==> src/rtl/scale_price_engine_pkg.sv <==
// Shared FSM state encoding and the fixed decimal constants used by the
// scale pricing engine.
package scale_pkg;

    typedef enum logic [2:0] {
        IDLE,
        MUL,
        DIV_COST,
        DIV_EUR,
        DIV_KG,
        DONE
    } state_t;

    localparam int GRAMS_PER_KG   = 1000;
    localparam int CENTS_PER_EURO = 100;
    localparam int ROUND_HALF     = 500;

endpackage

==> src/rtl/scale_price_engine_divider.sv <==
// Restoring divider, one quotient bit per clock, N iterations per division.
// The first iteration runs on the start cycle itself.
module seq_divider #(
    parameter int N = 28
) (
    input  logic         clk,
    input  logic         rst_n,
    input  logic         start,
    input  logic [N-1:0] dividend,
    input  logic [N-1:0] divisor,
    output logic [N-1:0] quotient,
    output logic [N-1:0] remainder,
    output logic         done
);
    localparam int CNTW = $clog2(N + 1);

    logic [N-1:0]    rem_src, quo_src, rem_nxt, quo_nxt;
    logic [N:0]      shifted, diff;
    logic [CNTW-1:0] left_q;
    logic            running;

    always_comb begin
        rem_src = start ? '0 : remainder;
        quo_src = start ? dividend : quotient;
        shifted = {rem_src, quo_src[N-1]};
        diff    = shifted - {1'b0, divisor};
        if (shifted >= {1'b0, divisor}) begin
            rem_nxt = diff[N-1:0];
            quo_nxt = {quo_src[N-2:0], 1'b1};
        end else begin
            rem_nxt = shifted[N-1:0];
            quo_nxt = {quo_src[N-2:0], 1'b0};
        end
    end

    // done marks the cycle whose closing edge produces the final result
    assign done = running && (left_q == CNTW'(1));

    always_ff @(posedge clk or negedge rst_n) begin
        if (!rst_n) begin
            quotient  <= '0;
            remainder <= '0;
            left_q    <= '0;
            running   <= 1'b0;
        end else if (start) begin
            quotient  <= quo_nxt;
            remainder <= rem_nxt;
            left_q    <= CNTW'(N - 1);
            running   <= 1'b1;
        end else if (running) begin
            quotient  <= quo_nxt;
            remainder <= rem_nxt;
            left_q    <= left_q - CNTW'(1);
            if (left_q == CNTW'(1)) running <= 1'b0;
        end
    end

endmodule

==> src/rtl/scale_price_engine.sv <==
// Weighing-scale pricing: net weight times unit price, rounded to cents, split
// into euros and kilograms, and accumulated into a saturating running total.
module scale_price_engine
    import scale_pkg::*;
#(
    parameter int  W         = 14,
    parameter int  PW        = 14,
    parameter int  TW        = 24,
    parameter int  MAX_ITEMS = 16,
    localparam int QW        = W + PW,
    localparam int CW        = $clog2(MAX_ITEMS + 1)
) (
    input  logic          clk,
    input  logic          rst_n,
    input  logic [W-1:0]  weight_g_i,
    input  logic [PW-1:0] price_i,
    input  logic          tare_load_i,
    input  logic          start_i,
    output logic          ready_o,
    input  logic          clear_total_i,
    output logic          done_o,
    output logic [QW-1:0] cost_o,
    output logic [QW-1:0] euros_int_o,
    output logic [6:0]    euros_frac_o,
    output logic [W-1:0]  kg_int_o,
    output logic [9:0]    kg_frac_o,
    output logic [W-1:0]  tare_o,
    output logic [TW-1:0] total_o,
    output logic [CW-1:0] item_count_o,
    output logic          ovf_o
);
    localparam int SW  = ((TW > QW) ? TW : QW) + 1;
    localparam int MCW = (PW > 1) ? $clog2(PW) : 1;

    state_t         state;
    logic [W-1:0]   tare_q, net_q, tare_eff;
    logic [PW-1:0]  price_sh;
    logic [MCW-1:0] mul_cnt;
    logic [QW-1:0]  product_q, cost_q, eur_int_q;
    logic [6:0]     eur_frac_q;
    logic           div_go, div_last, accept;
    logic [QW-1:0]  div_dividend, div_divisor, div_quotient, div_remainder;
    logic [SW-1:0]  sum;

    assign tare_o   = tare_q;
    assign ready_o  = rst_n && (state == IDLE) && (item_count_o < CW'(MAX_ITEMS)) && !clear_total_i;
    assign accept   = start_i && ready_o;
    assign tare_eff = tare_load_i ? weight_g_i : tare_q;
    assign sum      = SW'(total_o) + SW'(cost_q);

    always_comb begin
        div_dividend = div_quotient;
        div_divisor  = QW'(CENTS_PER_EURO);
        case (state)
            DIV_COST: begin
                div_dividend = product_q + QW'(ROUND_HALF);
                div_divisor  = QW'(GRAMS_PER_KG);
            end
            DIV_KG: begin
                div_dividend = {{PW{1'b0}}, net_q};
                div_divisor  = QW'(GRAMS_PER_KG);
            end
            default: ;
        endcase
    end

    seq_divider #(.N(QW)) div_u (
        .clk       (clk),
        .rst_n     (rst_n),
        .start     (div_go),
        .dividend  (div_dividend),
        .divisor   (div_divisor),
        .quotient  (div_quotient),
        .remainder (div_remainder),
        .done      (div_last)
    );

    // Each division phase hands its result to the next on the restart cycle,
    // since the shared divider overwrites its outputs from then on.
    always_ff @(posedge clk or negedge rst_n) begin
        if (!rst_n) begin
            state        <= IDLE;
            tare_q       <= '0;
            net_q        <= '0;
            price_sh     <= '0;
            mul_cnt      <= '0;
            product_q    <= '0;
            cost_q       <= '0;
            eur_int_q    <= '0;
            eur_frac_q   <= '0;
            div_go       <= 1'b0;
            done_o       <= 1'b0;
            cost_o       <= '0;
            euros_int_o  <= '0;
            euros_frac_o <= '0;
            kg_int_o     <= '0;
            kg_frac_o    <= '0;
            total_o      <= '0;
            item_count_o <= '0;
            ovf_o        <= 1'b0;
        end else begin
            div_go <= 1'b0;
            case (state)
                IDLE: begin
                    if (tare_load_i) tare_q <= weight_g_i;
                    if (clear_total_i) begin
                        total_o      <= '0;
                        item_count_o <= '0;
                        ovf_o        <= 1'b0;
                    end else if (accept) begin
                        net_q     <= (weight_g_i > tare_eff) ? weight_g_i - tare_eff : '0;
                        price_sh  <= price_i;
                        product_q <= '0;
                        mul_cnt   <= MCW'(PW - 1);
                        state     <= MUL;
                    end
                end
                MUL: begin
                    product_q <= {product_q[QW-2:0], 1'b0} + (price_sh[PW-1] ? {{PW{1'b0}}, net_q} : '0);
                    price_sh  <= price_sh << 1;
                    mul_cnt   <= mul_cnt - MCW'(1);
                    if (mul_cnt == '0) begin
                        state  <= DIV_COST;
                        div_go <= 1'b1;
                    end
                end
                DIV_COST: begin
                    if (div_last) begin
                        state  <= DIV_EUR;
                        div_go <= 1'b1;
                    end
                end
                DIV_EUR: begin
                    if (div_go) cost_q <= div_quotient;
                    if (div_last) begin
                        state  <= DIV_KG;
                        div_go <= 1'b1;
                    end
                end
                DIV_KG: begin
                    if (div_go) begin
                        eur_int_q  <= div_quotient;
                        eur_frac_q <= div_remainder[6:0];
                    end
                    if (div_last) state <= DONE;
                end
                DONE: begin
                    // First DONE cycle commits; the second carries the done pulse
                    if (!done_o) begin
                        done_o       <= 1'b1;
                        cost_o       <= cost_q;
                        euros_int_o  <= eur_int_q;
                        euros_frac_o <= eur_frac_q;
                        kg_int_o     <= div_quotient[W-1:0];
                        kg_frac_o    <= div_remainder[9:0];
                        item_count_o <= item_count_o + CW'(1);
                        if (sum > SW'({TW{1'b1}})) begin
                            total_o <= '1;
                            ovf_o   <= 1'b1;
                        end else begin
                            total_o <= sum[TW-1:0];
                        end
                    end else begin
                        done_o <= 1'b0;
                        state  <= IDLE;
                    end
                end
                default: state <= IDLE;
            endcase
        end
    end

endmodule
==> config.mk <==
export PLATFORM = sky130hd
export DESIGN_NAME = scale_price_engine
export DESIGN_NICKNAME = d
export VERILOG_FILES = /design/src/rtl/scale_price_engine_pkg.sv /design/src/rtl/scale_price_engine_divider.sv /design/src/rtl/scale_price_engine.sv
export SDC_FILE = /design/constraint.sdc
export NUM_CORES = 1
export LEC_CHECK = 0
export CAP_MARGIN = 20
export CELL_PAD_IN_SITES_DETAIL_PLACEMENT = 2
export CELL_PAD_IN_SITES_GLOBAL_PLACEMENT = 2
export CORE_MARGIN = 10
export CORE_UTILIZATION = 36
export DETAILED_ROUTE_END_ITERATION = 8
export PLACE_DENSITY = 0.83
export SLEW_MARGIN = 20
export SYNTH_ARGS = -nofsm -noshare
export SYNTH_HDL_FRONTEND = slang
export SYNTH_SLANG_ARGS = --single-unit
==> constraint.sdc <==
create_clock -name clk -period 4.43 [get_ports clk]
set_input_delay 0.443 -clock clk [delete_from_list [all_inputs] [get_ports clk]]
set_output_delay 0.443 -clock clk [all_outputs]
set_load 0.005 [all_outputs]
==> results of run 1 <==
[metal layers]
layer / up-vias / global-route usage [%] / share of wire, % / wire (microns)
li1: 6401 / - / - / -
met1: 7357 / 26.48 / 46 / 26480
met2: 230 / 34.36 / 49 / 28190
met3: 65 / 3.672 / 3.9 / 2227
met4: 0 / 4.269 / 1.6 / 925
met5: - / 0 / 0 / 0
[layout make-up]
class,count,area [sq um]
tap,600,750.7
fill,4805,25410
clock inverter,7,86.33
multi-input combinational,1314,8154
timing repair buffer,187,1849
inverter,28,105.1
sequential,321,8033
clock buffer,62,1182
antenna,2,5.005
[metrics by stage]
stage	area, sq um	setup WS, ns	std cells
after floorplan	16640	0.9891	1756
after global placement	18880	0.5635	2449
after detailed placement	18880	0.3256	2449
after CTS	20160	0.2443	2519
after global routing	20160	0.1125	2520
final	20170	0.4197	2521
[timing repair]
item	CTS	global route
setup endpoints to repair	0	4
gates resized for setup	0	1
hold buffers	1	0
hold endpoints to repair	74	0
[cells in the final DEF (no fill, tap or decap), types with 5 or more instances in the layout]
| cell type | count |
|---|---|
| xor2_1 | 49 |
| o21ai_0 | 101 |
| clkdlybuf4s50_1 | 164 |
| a21oi_1 | 115 |
| buf_4 | 19 |
| a221oi_1 | 13 |
| a221o_1 | 9 |
| ha_1 | 61 |
| nor2b_1 | 15 |
| nand2_1 | 361 |
| nor2_1 | 138 |
| and2_1 | 24 |
| clkbuf_16 | 39 |
| mux2i_1 | 15 |
| o21a_1 | 8 |
| clkbuf_1 | 11 |
| nand4_1 | 11 |
| o211ai_1 | 9 |
| and3_1 | 7 |
| a22oi_1 | 12 |
| nand2b_1 | 12 |
| inv_1 | 27 |
| nor4_1 | 7 |
| o22ai_1 | 19 |
| mux2_2 | 65 |
| xnor2_1 | 49 |
| or3_1 | 6 |
| a22o_1 | 5 |
| a211oi_1 | 15 |
| dfrtp_1 | 321 |
| nor3_1 | 31 |
| a21o_1 | 12 |
| clkbuf_8 | 12 |
| a31oi_1 | 14 |
| nand3_1 | 36 |
[flip-flops by register name, indices dropped and copies added, names as in the netlist, 24 cells and up]
signal	count
total_o	24
cost_q	28
div_u.quotient	28
euros_int_o	28
product_q	28
div_u.remainder	28
eur_int_q	28
cost_o	28
[cells by family after synthesis]
kind of cell | after synthesis | share of synthesized area, %
AO/OA/AOI/OAI | 386 | 14.95
XOR/XNOR | 98 | 5.158
adder cells (fa/ha/maj) | 65 | 5.068
buffers and inverters | 121 | 2.940
flip-flops | 321 | 48.27
multiplexers | 80 | 5.301
AND/OR/NAND/NOR | 685 | 18.31
[final timing paths]
check                           cells after the start  slack, ns                  to           from
worst max-delay path                               11       0.42  div_u.remainder[6]       state[1]
worst min-delay path                                2       0.43         total_o[16]          rst_n
worst max register to register                     11       0.42  div_u.remainder[6]       state[1]
worst min register to register                      2       0.47     euros_frac_o[5]  eur_frac_q[5]
max in group asynchronous                           3       2.67         kg_int_o[9]          rst_n
min in group clk                                    2       0.47     euros_frac_o[5]  eur_frac_q[5]
[worst max-delay path, cell delays in order, from the launching register on]
cell and delay [ns]:
dfrtp_1 0.62, nor2b_1 0.41, o21bai_2 0.21, ha_1 0.34, nor2b_1 0.16, o311ai_0 0.38
a21oi_1 0.24, or3_1 0.52, nor2_2 0.49, nor3b_1 0.14, xnor2_1 0.16, a211oi_1 0.25
[synthesized netlist by cell type, drive strengths merged, types with 13 or more instances]
cell,count,area share (%)
clkbuf,74,1.7
dfrtp,321,48
nand2,361,8.1
nor2,141,3.2
and2,24,0.90
a21o,15,0.70
mux2i,15,0.90
ha,61,4.6
xnor2,49,2.6
buf,18,0.58
a31oi,14,0.53
o21ai,105,3.2
a22oi,13,0.67
inv,27,0.61
a221oi,14,0.77
nor2b,15,0.56
a211oi,16,0.75
xor2,49,2.6
nand3,36,1.1
o22ai,20,0.83
a21oi,115,3.5
mux2,65,4.4
nor3,33,1.1
[power by group]
part	leakage (uW)	switching, uW	total, uW	internal [uW]
clock	0.000624	1330	3210	1890
sequential	0.00423	0	2930	2930
combinational	0.00463	129	200	71.5
total	0.00948	1460	6350	4890
==> out/metrics.csv, run 1 <==
metric,value,unit
Wirelength per Cell,22.94,microns
Ports,166,
Tot GR Track Use,20.28,%
Vert. Die Dim,235,microns
VDD IR max,0.1877,mV
post-route ant nets,0,
IO Port Bufs,165,
Post-synth EDFFs,0,
Cell Pwr Density,314.8,nW/um^2
final wirelength,57830,microns
Inserted Clock Buffers,38,
TritonCTS clock tree,yes,
global route overflow,0,
"FFs w/ async S/R, synth",100.0,%
setup violators final,0,
Mean Syn Cell Area,9.477,sq um
post-synthesis register bit count,321,
# DRC,0,
Worst Max-Slew Pin Slew,0.9373,ns
crit path time final,4.010,ns
Setup Skew,0.02847,ns
final number of hold-violating endpoints,0,
sequential fraction of the synthesis area,48.27,%
Layout area overhead,21.18,%
hold crit path type,input port to asynchronous set/reset pin,
CTS root buf,clkbuf_16,
post-synthesis cell type count,87,
crit path kind,flip-flop to flip-flop,
share of cells above drive strength 1,9.328,%
relative slew slack,37.52,%
Leakage,0.009480,uW
NumNets Final,1988,
WP data required,4.90,ns
Critical Path AT,4.48,ns
DR vias/cell,5.574,
"Core Util, Final",44.25,%
Final Max Slew Viols,0,
Min Hold Slack,0.4346,ns
gate count after technology mapping,1756,
Critical Path End Type,flip-flop,
worst skew pair latency,0.57,ns
Tcrit/Tclk final,90.53,%
Ys Warns,0,
RePlAce Congestion,0.8355,
RSZ-0062 raised after global routing,no,
depth of the CTS H-tree,2,
First-pass DRT Iterations,5,
die area,55230,sq um
post-DP HPWL,40280,microns
Die Wd,235,microns
Initial Util,36.51,%
CTS max path bufs,3,
antenna violations before repair,2,
total power,6348,uW
first-pass GRT wire length,92150,microns
clock sink count,321,
FP Rows,78,
"CTS clk-pin slew, worst paths",0.06,ns
post-synth net total,1854,
post-CTS setup buffer count,0,
setup TNS,0,ns
DRT iter0 DRCs,749,
pin count of the biggest net entering global routing,146,
core area,45580,sq um
vias in the first global route,15590,
DR vias,14050,
synthesized cell area,16640,sq um
status,"complete, no violations",
Main synth FF type,dfrtp_1,
Max Freq,0.2494,GHz
Startpoint Class,flip-flop,
max cap viols,0,
Critical Path Fanout Max,13,
Note: power is estimated with default switching activity, not from simulation.
==> inputs of run 2 (changes only) <==
- CORE_MARGIN: 10 -> 8
==> run 2 against run 1 <==
Compared with the run above: critical endpoint unchanged; global-route usage grew 1.1 points; largest cell class unchanged; sequential share of layout area grew 0.15 points; cell area shrank 0.38%; combinational power is essentially flat; total power shrank 2.0%; non-clock buffer count is the same; worst setup slack lost 0.16 ns; flip-flop and latch count is the same; highest routed layer unchanged; count of clock-buffer cells in the layout shrank 1; clock power shrank 4%; die area shrank 3.4%.
==> out/metrics.csv, run 2 (synthesized netlist as in run 1, its figures left out) <==
metric,value,unit
diode count,0,
post-route ant nets,0,
core area,45480,sq um
DRT iter0 DRCs,844,
RSZ-0062 raised after global routing,no,
IO Port Bufs,165,
Die Wd,231,microns
RePlAce Congestion,0.8593,
global route overflow,0,
final number of hold-violating endpoints,0,
Critical Path Fanout Max,13,
final wirelength,57510,microns
DR vias,14030,
# DRC,0,
worst path bufs/invs,0,
Tot GR Track Use,21.34,%
Sw Share,22.75,%
vias in the first global route,15900,
CTS max path bufs,3,
CTS root buf,clkbuf_16,
First-pass DRT Iterations,5,
Setup Skew,0.02620,ns
Vert. Die Dim,231,microns
clock sink count,321,
CP Cell Sequence,nor2b_1 -> o21bai_2 -> ha_1 -> nor2b_1 -> o311ai_0 -> a21oi_1 -> or3_1 -> nor2_2 -> nor3b_1 -> xnor2_1 -> a211oi_1,
Critical Path AT,4.61,ns
crit path time final,4.169,ns
setup violators final,0,
Wirelength per Cell,22.86,microns
Crit path top cell by count,nor2b_1,
met1 Use GR,27.40,%
Sw Pwr,1415,uW
post-DP HPWL,40360,microns
fillers,4889,
die area,53360,sq um
Seq. cell area,8033,sq um
Startpoint Class,flip-flop,
met3 Use GR,3.458,%
GRT met2 Usage,36.47,%
pin count of the biggest net entering global routing,145,
Layout area overhead,20.71,%
VDD IR max,0.2160,mV
critical path's largest stage delay,0.62,ns
hold crit path type,input port to asynchronous set/reset pin,
dpl cell area,18870,sq um
crit path kind,flip-flop to flip-flop,
TritonCTS clock tree,yes,
Ports,166,
worst skew pair latency,0.56,ns
multi-input logic area,8159,sq um
power share of the clock group,49.6,%
WP data required,4.87,ns
first-pass GRT wire length,91650,microns
sequential share of power,47.1,%
Max Freq,0.2399,GHz
relative slew slack,32.80,%
Final Non-Filler Cells,2516,
Inserted Clock Buffers,38,
Worst Max-Slew Pin Slew,1.008,ns
combinational power share,3.2,%
status,"complete, no violations",
fin area,20090,sq um
FP Rows,78,
DR vias/cell,5.577,
most frequent cells in the layout,"nand2_1, dfrtp_1, clkdlybuf4s50_1, nor2_1, a21oi_1",
max cap viols,0,
share of cells above drive strength 1,9.290,%
"Core Util, Final",44.17,%
Cells after DPL,2449,
cell family with most CP delay,simple AND/OR/NAND/NOR gates,
total power,6221,uW
post-CTS setup buffer count,0,
"CTS clk-pin slew, worst paths",0.06,ns
internal power,4806,uW
slowest CP cell,dfrtp_1,
Initial Util,36.59,%
antenna violations before repair,0,
NumNets Final,1988,
GR peak layer,met2,
Cell Pwr Density,309.7,nW/um^2
Leakage,0.009447,uW
Critical Path End Type,flip-flop,
setup TNS,0,ns
depth of the CTS H-tree,2,
Final Max Slew Viols,0,
most common library cell in the layout ignoring fill and taps,nand2_1,
Tcrit/Tclk final,94.11,%
[run 2: power groups by stage]
stage	Sequential, uW	Clock [uW]	Combinational [uW]
after CTS	2930	3190	207
after global placement	2990	0	196
final	2930	3090	201
after floorplan	2990	0	74.4
after global routing	2930	3290	224
after detailed placement	2990	0	204
[run 2: repair_timing]
item / in CTS / in global routing
resized for setup: 0 / 1
hold buffers: 1 / 0
endpoints found under the hold margin: 65 / 0
setup endpoints to repair: 0 / 2
[run 2: final cells by class]
| class | count | area share (%) |
|---|---|---|
| multi-input combinational | 1314 | 40.62 |
| sequential | 321 | 39.99 |
| timing repair buffer | 187 | 9.144 |
| clock buffer | 61 | 5.818 |
| tap | 600 | 3.737 |
| inverter | 28 | 0.5232 |
| clock inverter | 5 | 0.1744 |
[run 2: metrics by stage]
step | worst slack (ns) | hold slack [ns]
after global placement | 0.5514 | 0.4275
after CTS | 0.09857 | 0.4407
final | 0.2608 | 0.4159
after detailed placement | 0.07987 | 0.4357
after global routing | 0.05103 | 0.4692
after floorplan | 0.9891 | 0.1474
[run 2: worst paths after layout]
kind                                from            endpoint  slack [ns]  cells past startpoint
min reg2reg                eur_int_q[10]     euros_int_o[10]        0.47                      2
max                             state[1]  div_u.remainder[6]        0.26                     11
min                                rst_n          cost_o[19]        0.42                      2
max in group asynchronous          rst_n       product_q[24]        2.66                      3
min in group clk           eur_int_q[10]     euros_int_o[10]        0.47                      2
max reg2reg                     state[1]  div_u.remainder[6]        0.26                     11
[run 2: metal layers]
layer  vias up  wire [microns]
met5         -               0
met3        97            2431
li1       6376               -
met1      7278           25470
met4         0            1533
met2       281           28070
